**config.mk**
```make
export PLATFORM = sky130hd
export DESIGN_NAME = route_flit_dispatcher
export DESIGN_NICKNAME = d
export VERILOG_FILES = /design/src/rtl/route_flit_dispatcher.sv
export SDC_FILE = /design/constraint.sdc
export NUM_CORES = 1
export LEC_CHECK = 0
export ABC_AREA = 1
export BUFFER_PORTS_ARGS = -buffer_cell sky130_fd_sc_hd__clkbuf_2
export CORE_UTILIZATION = 45
export DETAILED_ROUTE_END_ITERATION = 12
export SKIP_CTS_REPAIR_TIMING = 1
export SLEW_MARGIN = 0
export SYNTH_ARGS = -nofsm -noshare
export SYNTH_HDL_FRONTEND = slang
export SYNTH_SLANG_ARGS = --single-unit
```
**constraint.sdc**
```tcl
create_clock -name clk -period 4.9 [get_ports clk]
set_input_delay 0.245 -clock clk [delete_from_list [all_inputs] [get_ports clk]]
set_output_delay 0.245 -clock clk [all_outputs]
set_load 0.02 [all_outputs]
```
**src/rtl/route_flit_dispatcher.sv**
```systemverilog
// Route flit dispatcher: writes each accepted flit into one FIFO per targeted output port.
// Multicast is all-or-nothing, and flits with a zero route mask are dropped and counted.
module route_flit_dispatcher #(
    parameter  int DATA_W = 8,
    parameter  int DEPTH  = 4,
    parameter  int CNT_W  = 8,
    localparam int LVL_W  = $clog2(DEPTH) + 1
) (
    input  logic                  clk,
    input  logic                  rst,
    input  logic                  in_valid,
    output logic                  in_ready,
    input  logic [2:0]            in_route,
    input  logic [DATA_W-1:0]     in_data,
    output logic [2:0]            out_valid,
    input  logic [2:0]            out_ready,
    output logic [3*DATA_W-1:0]   out_data,
    output logic [3*LVL_W-1:0]    out_level,
    output logic [CNT_W-1:0]      drop_cnt
);

    localparam int                 NPORT    = 3;
    localparam int                 PTR_W    = $clog2(DEPTH);
    localparam logic [LVL_W-1:0]   FULL_LVL = LVL_W'(DEPTH);

    logic [NPORT-1:0] port_full;
    logic [NPORT-1:0] wr_en;
    logic [NPORT-1:0] rd_en;
    logic             accept;
    logic             drop;

    // Fullness uses only the registered occupancy, so a full port that is
    // dequeuing this cycle still blocks the input.
    always_comb begin
        // NOTE: assign a default before any condition so no latch is inferred.
        in_ready = 1'b0;
        if (!rst) begin
            in_ready = ~|(in_route & port_full);
        end
    end

    assign accept = in_valid && in_ready;
    assign wr_en  = accept ? in_route : '0;
    assign drop   = accept && (in_route == '0);
    assign rd_en  = out_valid & out_ready;

    for (genvar k = 0; k < NPORT; k++) begin : g_port
        logic [DATA_W-1:0] mem [DEPTH];
        logic [PTR_W-1:0]  wr_ptr;
        logic [PTR_W-1:0]  rd_ptr;
        logic [LVL_W-1:0]  level;

        // NOTE: storage is not reset; the pointers and level alone decide which entries are valid.
        always_ff @(posedge clk) begin
            if (wr_en[k]) begin
                mem[wr_ptr] <= in_data;
            end
        end

        always_ff @(posedge clk) begin
            // NOTE: sequential state uses non-blocking assignments so every register updates from pre-edge values.
            if (rst) begin
                wr_ptr <= '0;
                rd_ptr <= '0;
                level  <= '0;
            end else begin
                if (wr_en[k]) begin
                    wr_ptr <= wr_ptr + 1'b1;
                end
                if (rd_en[k]) begin
                    rd_ptr <= rd_ptr + 1'b1;
                end
                case ({wr_en[k], rd_en[k]})
                    2'b10:   level <= level + 1'b1;
                    2'b01:   level <= level - 1'b1;
                    default: level <= level;
                endcase
            end
        end

        assign port_full[k]                   = (level == FULL_LVL);
        assign out_valid[k]                   = (level != '0);
        assign out_level[k*LVL_W +: LVL_W]    = level;
        assign out_data[k*DATA_W +: DATA_W]   = out_valid[k] ? mem[rd_ptr] : '0;
    end

    always_ff @(posedge clk) begin
        if (rst) begin
            drop_cnt <= '0;
        end else if (drop && (drop_cnt != '1)) begin
            drop_cnt <= drop_cnt + 1'b1;
        end
    end

endmodule

```
==> results of run 1 <==
-- worst min path at each step --
stage | startpoint | endpoint | slack (ps) | cells past startpoint
after floorplan | rst | g_port[1].wr_ptr[0] | 320 | 1
after global placement | g_port[1].rd_ptr[0] | g_port[1].rd_ptr[0] | 450 | 1
after detailed placement | g_port[2].rd_ptr[0] | flop | 460 | 1
after CTS | rst | g_port[1].wr_ptr[0] | 80 | 2
after global routing | rst | g_port[2].wr_ptr[0] | 110 | 2
final | rst | g_port[2].wr_ptr[0] | 110 | 2
-- registers in the layout (all words and copies together) (netlist names), named ones only --
register / count
g_port.mem: 96
g_port.wr_ptr: 6
drop_cnt: 8
g_port.rd_ptr: 6
g_port.level: 9
-- layer usage --
layer,vias to the layer above,GRT usage [%],part of all wire (%)
met5,-,0,0
met4,0,6.84,0.75
met3,7,5.41,5.1
met2,87,28.0,45
met1,1774,24.1,49
li1,1951,-,-
-- metrics by stage --
| step | instances | setup slack [ps] |
|---|---|---|
| 2_1_floorplan | 546 | 2760 |
| 3_3_place_gp | 760 | 2440 |
| 3_5_place_dp | 760 | 2400 |
| 4_1_cts | 792 | 2650 |
| 5_1_grt | 792 | 2390 |
| 6_report | 792 | 2650 |
-- power breakdown --
part,internal (W),switching [W]
logic,0.000179,0.000413
clock network,0.000718,0.000433
registers,0.00124,0.0000717
-- final cells by class --
| class | instances | area share [%] |
|---|---|---|
| clock buffer | 22 | 7.06 |
| tap | 168 | 3.20 |
| timing repair buffer | 61 | 4.65 |
| clock inverter | 10 | 1.28 |
| multi-input combinational | 332 | 25.4 |
| sequential | 131 | 54.5 |
| inverter | 68 | 3.88 |
-- cells by family after synthesis --
family | after synthesis | synth area share (%)
AOI/OAI and AO/OA | 122 | 10.9
DFF | 131 | 64.2
and+or+nand+nor | 187 | 13.7
buffers and inverters | 83 | 5.87
xor gates and xnor gates | 4 | 0.628
adders and majority gates | 19 | 4.66
-- cells in the final DEF (no fill, tap or decap) --
master / count
nor2_4: 1
o21ai_1: 3
clkbuf_2: 61
nand3_1: 5
inv_1: 63
nand2_2: 1
clkinv_2: 6
nor3_2: 3
nand3_2: 1
nor2_2: 3
clkbuf_8: 2
xor2_1: 4
nand4_1: 1
nand2_1: 31
edfxtp_1: 96
clkinvlp_4: 2
inv_2: 5
fa_1: 3
a21oi_1: 50
clkbuf_16: 17
dfxtp_1: 35
bufinv_16: 1
nor2_1: 139
clkinv_4: 1
nor3_1: 1
o21ai_0: 69
clkbuf_1: 3
nand4_2: 1
ha_1: 16
==> reports/qor.yml, run 1 <==
floorplanning:
  core_area_sq_um: 12100
  die_w_microns: 113
  die_y_microns: 113
  start_util_pct: 46.3
  ios: 62
  row_count: 40
  fp.dieArea_sq_um: 12900
layout:
  seqCellArea_sq_um: 3580
  drive_gt1_share_pct: 16.8
  nets: 647
  antennaDiodeCount: 0
  multiInputGateArea_sq_um: 1670
  design_area_sq_um: 6570
  fillers: 1051
  fin_util_pct: 54.5
  area_growth_pct: 17.8
sta:
  setup_viol: 0
  finalMaxSlewViolations: 0
  worstMarginPinSlew_ps: 835
  clock.fmax_ghz: 0.445
  fin_crit_sh_pct: 45.8
  tns_ps: 0
  hold_viol: 0
  hold_ws_ps: 107
  fin_crit_ps: 2250
  slew_headroom_pct: 44.2
  fin_skew_ps: 14.7
  rsz0062_at_grt: "false"
setup_path:
  cp-start-kind: "flop"
  rr_worst_depth: 15
  crit_chain: "nand2_1 -> inv_1 -> nand2_1 -> nand2_1 -> inv_1 -> nand3_1 -> nor2_1 -> inv_2 -> ha_1 -> inv_1 -> fa_1 -> a21oi_1 -> o21ai_0 -> o21ai_0 -> a21oi_1"
  r2r-start: "g_port[0].level[2]"
  path_depth: 15
  cp_top_family: "adder cells"
  max_stage_delay_ps: 380
  critPathKind: "reg -> reg"
  end_kind: "flop"
  startpoint: "g_port[0].level[2]"
  crit_fanout: 7
  worst-path-buf-inv: 4
  r2r-end: "g_port[2].level[2]"
  cp_slowest_cell: "dfxtp_1"
  r2r_setup_slack_ps: 2650
  endpoint: "g_port[2].level[2]"
  required_ps: 5190
  crit_arrival_ps: 2530
grt:
  grt_overflow: 0
  grt_pass1_wl_microns: 17500
  grt.total_usage_pct: 18.1
  grt_max_degree: 27
  antenna_found_initial: 0
  grt_pass1_vias: 3560
clock_network:
  clk_pin_slew_ps: 60
  clock_sinks: 131
  cts_tree: "yes"
  cts_made_buffers: 17
  clk_latency_ps: 410
  cts_max_path_buffers: 2
  cts.htree.levels: 4
  cts-root-buf: "clkbuf_16"
drt:
  avgViaCountPerCell: 4.82
  vias: 3819
  drtIter0Drc: 285
  drc_errors: 0
  avgRoutedWirePerCell_microns: 13.3
  drt_first_pass_iters: 4
  wirelength_microns: 10600
  ant_nets: 0
hold_path:
  hp-class: "in -> reg"
logic_synthesis:
  synth_edf_count: 96
  yosys_warnings: 0
  syn_avg_cell_area_sq_um: 10.2
  synth_area_sq_um: 5580
  ys_seq_area_share_pct: 64.2
  async_flop_share_pct: 0
  ys.flop_type: "edfxtp_1"
  yosysMostFrequentCell: "nor2_1"
  yosys.area.top_type: "edfxtp_1"
  syn-num-nets: 582
  synth_cell_types: 24
  netlist_instances: 546
  synth_seq_cells: 131
  synthTopCellsByArea: "edfxtp_1 (52%), dfxtp_1 (13%), nor2_1 (9.3%), o21ai_0 (6.2%), a21oi_1 (4.5%)"
  synth_top_area_share_pct: 51.7
  ys_top_cells_by_count: "nor2_1 (139), edfxtp_1 (96), o21ai_0 (69), inv_1 (63), a21oi_1 (50)"
placed_design:
  place_congestion: 0.816
  dp_hpwl_microns: 7270
  placed_area_sq_um: 6020
  port_buffers: 61
job:
  max_cap_violations: 0
pwr:
  irDropWorstVdd_mv: 0.208
  p_total_w: 0.00305
  power_per_cell_area_nw_per_um2: 465
  p_leak_nw: 2.59
status:
  status: "complete, no violations"
No activity file was read; power rests on OpenSTA's default activity.
==> run 2: changes to the inputs <==
==> constraint.sdc (replaced) <==
create_clock -name clk -period 2.2 [get_ports clk]
set_input_delay 0.11 -clock clk [delete_from_list [all_inputs] [get_ports clk]]
set_output_delay 0.11 -clock clk [all_outputs]
set_load 0.02 [all_outputs]
==> run 2 against run 1 <==
Compared with the run above:
- register-to-register slack got worse by 2500 ps
- critical path depth fell by 1
- cell area rose by 4.3%
- core utilization rose by 2.4 points
- worst setup slack got worse by 2500 ps
- via count rose by 5.5%
- global-route usage rose by 1.3 points
- cell count rose by 4.0%
- fmax rose by 8.9%
- clock-buffer cell count rose by 4
- largest cell class unchanged
==> reports/qor.yml, run 2 (synthesis gave the netlist of run 1 again) <==
layout:
  layout_commonest_cell: "nor2_1"
  fin_cells: 824  # +4.0%
  nets: 679  # +4.9%
  reg_top3: "g_port.mem x96, g_port.level x9, drop_cnt x8"
  area_growth_pct: 22.8
  most-common-layout-cells: "nor2_1 (137), edfxtp_1 (96), o21ai_0 (65)"
  largest_reg_flops: 96  # unchanged
  top_register: "g_port.mem"
  drive_gt1_share_pct: 21.6  # +4.8 points
  design_area_sq_um: 6860  # +4.3%
  antennaDiodeCount: 0  # unchanged
sta:
  fin_skew_ps: 6.65  # -8.10 ps
  fin_crit_ps: 2060  # -183 ps
  setup_viol: 0  # unchanged
  clock.fmax_ghz: 0.485  # +8.9%
  finalMaxSlewViolations: 0  # unchanged
  fin_crit_sh_pct: 93.8  # +48 points
  worstMarginPinSlew_ps: 414  # -421 ps
  slew_headroom_pct: 72.4  # +28 points
  hold_viol: 0  # unchanged
grt:
  grt.total_usage_pct: 19.4  # +1.3 points
  grt_overflow: 0  # unchanged
  grt_pass1_wl_microns: 18800  # +7.2%
  grt_max_degree: 26  # -3.7%
  grt_pass1_vias: 3963  # +11%
  antenna_found_initial: 0  # unchanged
clock_network:
  cts-root-buf: "clkbuf_16"
  cts_tree: "yes"
  clock_sinks: 131  # unchanged
  clk_latency_ps: 420  # about the same
  cts_max_path_buffers: 2  # unchanged
  clk_pin_slew_ps: 60  # about the same
  cts.htree.levels: 4  # unchanged
  cts_made_buffers: 17  # unchanged
pwr:
  p_total_w: 0.00706  # +130%
  power_per_cell_area_nw_per_um2: 1030  # +120%
  irDropWorstVdd_mv: 0.432  # +110%
  p_leak_nw: 2.76  # +6.6%
setup_path:
  critPathKind: "reg -> reg"
  required_ps: 2500  # -2690 ps
  end_kind: "flop"
  path_depth: 14  # -1
  max_stage_delay_ps: 380  # about the same
  crit_fanout: 5  # -2
  crit_chain: "nor2_1 -> nand2_1 -> nand2_2 -> inv_1 -> nand3_2 -> nor2_4 -> inv_2 -> ha_1 -> inv_1 -> fa_2 -> a21oi_2 -> o21ai_1 -> o21ai_1 -> a21oi_1"
  cp_slowest_cell: "fa_2"
  cp_top_family: "adder cells"
  cp-start-kind: "flop"
  crit_arrival_ps: 2360  # -170 ps
  worst-path-buf-inv: 3  # -1
  rr_worst_depth: 14  # -1
drt:
  vias: 4030  # +5.5%
  avgViaCountPerCell: 4.89  # +1.4%
  drc_errors: 0  # unchanged
  drtIter0Drc: 223  # -22%
  ant_nets: 0  # unchanged
  drt_first_pass_iters: 4  # unchanged
  wirelength_microns: 11500  # +9.0%
  avgRoutedWirePerCell_microns: 14.0  # +4.8%
floorplanning:
  fp.dieArea_sq_um: 12900  # unchanged
  core_area_sq_um: 12100  # unchanged
  die_w_microns: 113  # unchanged
  ios: 62  # unchanged
  start_util_pct: 46.3  # unchanged
  row_count: 40  # unchanged
  die_y_microns: 113  # unchanged
status:
  status: "complete, no violations"
hold_path:
  whs_path_depth: 4  # +2
  hp-class: "in -> reg"
job:
  max_cap_violations: 0  # unchanged
placed_design:
  place_congestion: 0.747  # -8.5%
  port_buffers: 61  # unchanged
  placed_area_sq_um: 6220  # +3.2%
  dp_hpwl_microns: 7620  # +4.9%
  dp_cells: 786  # +3.4%
==> run 2: cell count changes in the layout (fill, tap and decap cells not counted), sizes merged <==
| cell | delta |
|---|---|
| clkinv | -3 |
| buf | +31 |
| clkbuf | +4 |
| bufinv | +1 |
| dlygate4sd3 | +1 |
| clkinvlp | -2 |
==> run 2: area by class of cell <==
cell class,instances,area [sq um]
tap,168,210
sequential,131,3590
fill,1044,5210
inverter,68,255
clock buffer,26,479
multi-input combinational,332,1700
timing repair buffer,93,548
clock inverter,6,80.1
==> run 2: path summary, 6_finish.rpt <==
kind	slack, ps	start	endpoint
min reg2reg	470	g_port[2].rd_ptr[1]	g_port[2].rd_ptr[1]
min	60	out_ready[2]	g_port[2].rd_ptr[0]
max reg2reg	140	g_port[0].level[0]	g_port[1].level[2]
max	140	g_port[0].level[0]	g_port[1].level[2]
==> run 2: per-stage QoR <==
step	TNS (ps)	setup WS (ps)	hold WS (ps)	utilization [%]
final	0	137	55.6	56.8
after global routing	-63.3	-33.4	73.5	56.8
after CTS	-154	-85.7	-40.2	56.2
after detailed placement	-97.9	-49.9	401	51.6
after global placement	0	81.0	399	51.6
after floorplan	0	60.9	182	-
==> run 2: layer usage <==
layer	part of all wire, %	up-vias	global-route usage, %	wire (microns)
met5	0	-	0	0
met4	1.1	0	8.42	129
met3	4.7	11	5.62	536
met2	48	96	30.4	5490
met1	47	1909	25.0	5360
li1	-	2014	-	-
==> run 2: where the power goes <==
group / switching (W) / total, W / internal (W)
logic: 0.00102 / 0.00152 / 0.000501
registers: 0.000110 / 0.00287 / 0.00277
clock network: 0.000951 / 0.00267 / 0.00172
==> run 2: worst register-to-register path, stage by stage (launching register included) <==
cell	delay, ps
dfxtp_2	340
nor2_1	100
nand2_1	70
nand2_2	100
inv_1	50
nand3_2	110
nor2_4	50
inv_2	90
ha_1	150
inv_1	80
fa_2	380
a21oi_2	150
o21ai_1	90
o21ai_1	130
a21oi_1	60
==> run 3: changes to the inputs <==
==> constraint.sdc (replaced) <==
create_clock -name clk -period 2.2 [get_ports clk]
set_input_delay 0.22 -clock clk [delete_from_list [all_inputs] [get_ports clk]]
set_output_delay 0.22 -clock clk [all_outputs]
set_load 0.02 [all_outputs]
==> run 3 against run 2 <==
Compared with the run above:
- sequential power about the same
- die area unchanged
- combinational power about the same
- cell area down 0.47%
- worst setup slack better by 3.2 ps
- first-iteration DRC count down 27%
- sequential cell count unchanged
- register-to-register slack about the same
- hold slack better by 26 ps
- wire length down 4.0%
- critical path type unchanged
==> reports/qor.yml, run 3 (synthesis gave the netlist of run 1 again) <==
floorplanning:
  start_util_pct: 46.3  # unchanged
  row_count: 40  # unchanged
  ios: 62  # unchanged
  die_y_microns: 113  # unchanged
  die_w_microns: 113  # unchanged
  core_area_sq_um: 12100  # unchanged
  fp.dieArea_sq_um: 12900  # unchanged
grt:
  grt.total_usage_pct: 18.7  # -0.66 points
  antenna_found_initial: 0  # unchanged
  grt_overflow: 0  # unchanged
  grt_pass1_wl_microns: 18000  # -4.1%
  grt_max_degree: 26  # unchanged
  grt_pass1_vias: 3826  # -3.5%
drt:
  top_layer_used: "met4"
  drtIter0Drc: 162  # -27%
  drc_errors: 0  # unchanged
  wl_met1_microns: 4980  # -7.2%
  ant_nets: 0  # unchanged
  drt_first_pass_iters: 4  # unchanged
  met2WireLength_microns: 5260  # -4.3%
  vias: 3990  # -0.99%
  route.met3.wl_microns: 639  # +19%
  avgRoutedWirePerCell_microns: 13.5  # -3.6%
  wirelength_microns: 11100  # -4.0%
  avgViaCountPerCell: 4.86  # -0.63%
layout:
  fin_cells: 821  # -0.36%
  design_area_sq_um: 6820  # -0.47%
  layout_commonest_cell: "nor2_1"
  antennaDiodeCount: 0  # unchanged
  drive_gt1_share_pct: 20.7  # -0.97 points
  area_growth_pct: 22.3
  largest_reg_flops: 96  # unchanged
  reg_top3: "g_port.mem x96, g_port.level x9, drop_cnt x8"
  most-common-layout-cells: "nor2_1 (138), edfxtp_1 (96), o21ai_0 (65)"
  nets: 677  # -0.29%
  top_register: "g_port.mem"
  fin_util_pct: 56.6  # -0.27 points
placed_design:
  placed_area_sq_um: 6230  # +0.24%
  port_buffers: 61  # unchanged
  place_congestion: 0.772  # +3.4%
  dp_cells: 788  # +0.25%
  dp_hpwl_microns: 7520  # -1.3%
sta:
  finalMaxSlewViolations: 0  # unchanged
  worstMarginPinSlew_ps: 362  # -52.3 ps
  fin_crit_sh_pct: 93.6  # -0.15 points
  fin_skew_ps: 5.42  # -1.22 ps
  clock.fmax_ghz: 0.485  # +0.16%
  hold_viol: 0  # unchanged
  fin_crit_ps: 2060  # -3.25 ps
  setup_viol: 0  # unchanged
  slew_headroom_pct: 75.9  # +3.5 points
setup_path:
  max_stage_delay_ps: 390  # about the same
  cp_slowest_cell: "fa_1"
  cp-start-kind: "flop"
  cp_top_family: "adder cells"
  crit_chain: "nor2_1 -> nand2_1 -> nand2_2 -> inv_1 -> nand3_2 -> nor2_1 -> inv_2 -> ha_1 -> inv_1 -> fa_1 -> a21oi_1 -> o21ai_1 -> o21ai_1 -> a21oi_1"
  critPathKind: "reg -> reg"
  worst-path-buf-inv: 3  # unchanged
  rr_worst_depth: 14  # unchanged
  end_kind: "flop"
  crit_fanout: 4  # -1
  r2r-start: "g_port[1].level[0]"
  required_ps: 2490  # about the same
  crit_arrival_ps: 2350  # about the same
  r2r-end: "g_port[2].level[2]"
  r2r_setup_slack_ps: 140  # about the same
pwr:
  pwr-share-comb_pct: 21.5  # about the same
  p_int_w: 0.00502  # +0.77%
  p_sw_w: 0.00203  # -2.2%
  irDropWorstVdd_mv: 0.462  # +7.0%
  seqPwrFrac_pct: 40.5  # -0.2 points
  swShare_pct: 28.8  # -0.61 points
  p_clk_share_pct: 38.0  # +0.2 points
  p_leak_nw: 2.74  # -0.47%
  power_per_cell_area_nw_per_um2: 1030  # +0.39%
hold_path:
  hp-class: "in -> reg"
  whs_path_depth: 2  # -2
  min_to: "g_port[2].wr_ptr[0]"
  hold_start: "rst"
clock_network:
  clk_pin_slew_ps: 50  # about the same
  clock_sinks: 131  # unchanged
  cts_max_path_buffers: 2  # unchanged
  cts.htree.levels: 4  # unchanged
  clk_latency_ps: 410  # about the same
  cts_made_buffers: 17  # unchanged
  cts_tree: "yes"
  cts-root-buf: "clkbuf_16"
status:
  status: "complete, no violations"
job:
  max_cap_violations: 0  # unchanged
## run 3: metal layers
metal  up-vias  track usage, %
met5         -               0
met4         0            8.25
met3        14            5.95
met2        94            29.8
met1      1871            23.5
li1       2011               -
## run 3: layout make-up
type,instances,area (sq um)
inverters,68,255
clock inverters,7,108
multi-input cells,332,1680
fillers,1046,5240
flip-flops and latches,131,3590
clock buffers,24,452
well taps,168,210
repair buffers,91,531
## run 3: power by group through the flow
stage                     Combinational, W  Clock [W]  Sequential, W
final                              0.00151    0.00268        0.00286
after CTS                          0.00153    0.00273        0.00285
after global placement             0.00149          0        0.00290
after global routing               0.00168    0.00284        0.00287
after floorplan                   0.000917          0        0.00293
after detailed placement           0.00152          0        0.00290
## run 3: how the worst max path moves through the flow
| stage | startpoint | end | slack, ps | cells after the start |
|---|---|---|---|---|
| 6_report | g_port[1].level[0] | g_port[2].level[2] | 140 | 14 |
| 5_1_grt | g_port[1].level[0] | g_port[2].level[2] | -20 | 14 |
| 4_1_cts | g_port[0].level[0] | g_port[2].level[2] | 0.3 | 14 |
| 3_5_place_dp | g_port[0].level[0] | g_port[2].level[2] | -0.7 | 14 |
| 3_3_place_gp | g_port[0].level[0] | g_port[2].level[2] | 80 | 14 |
| 2_1_floorplan | g_port[0].level[2] | g_port[1].level[2] | 60 | 15 |
## run 3: per-stage QoR
stage	hold WS [ps]	setup slack (ps)	power [W]	setup TNS (ps)
5_1_grt	88.3	-19.5	0.00740	-19.5
3_5_place_dp	457	-0.740	0.00443	-0.740
3_3_place_gp	453	78.5	0.00439	0
4_1_cts	73.0	0.276	0.00712	0
2_1_floorplan	292	60.9	0.00384	0
6_report	81.7	140	0.00705	0
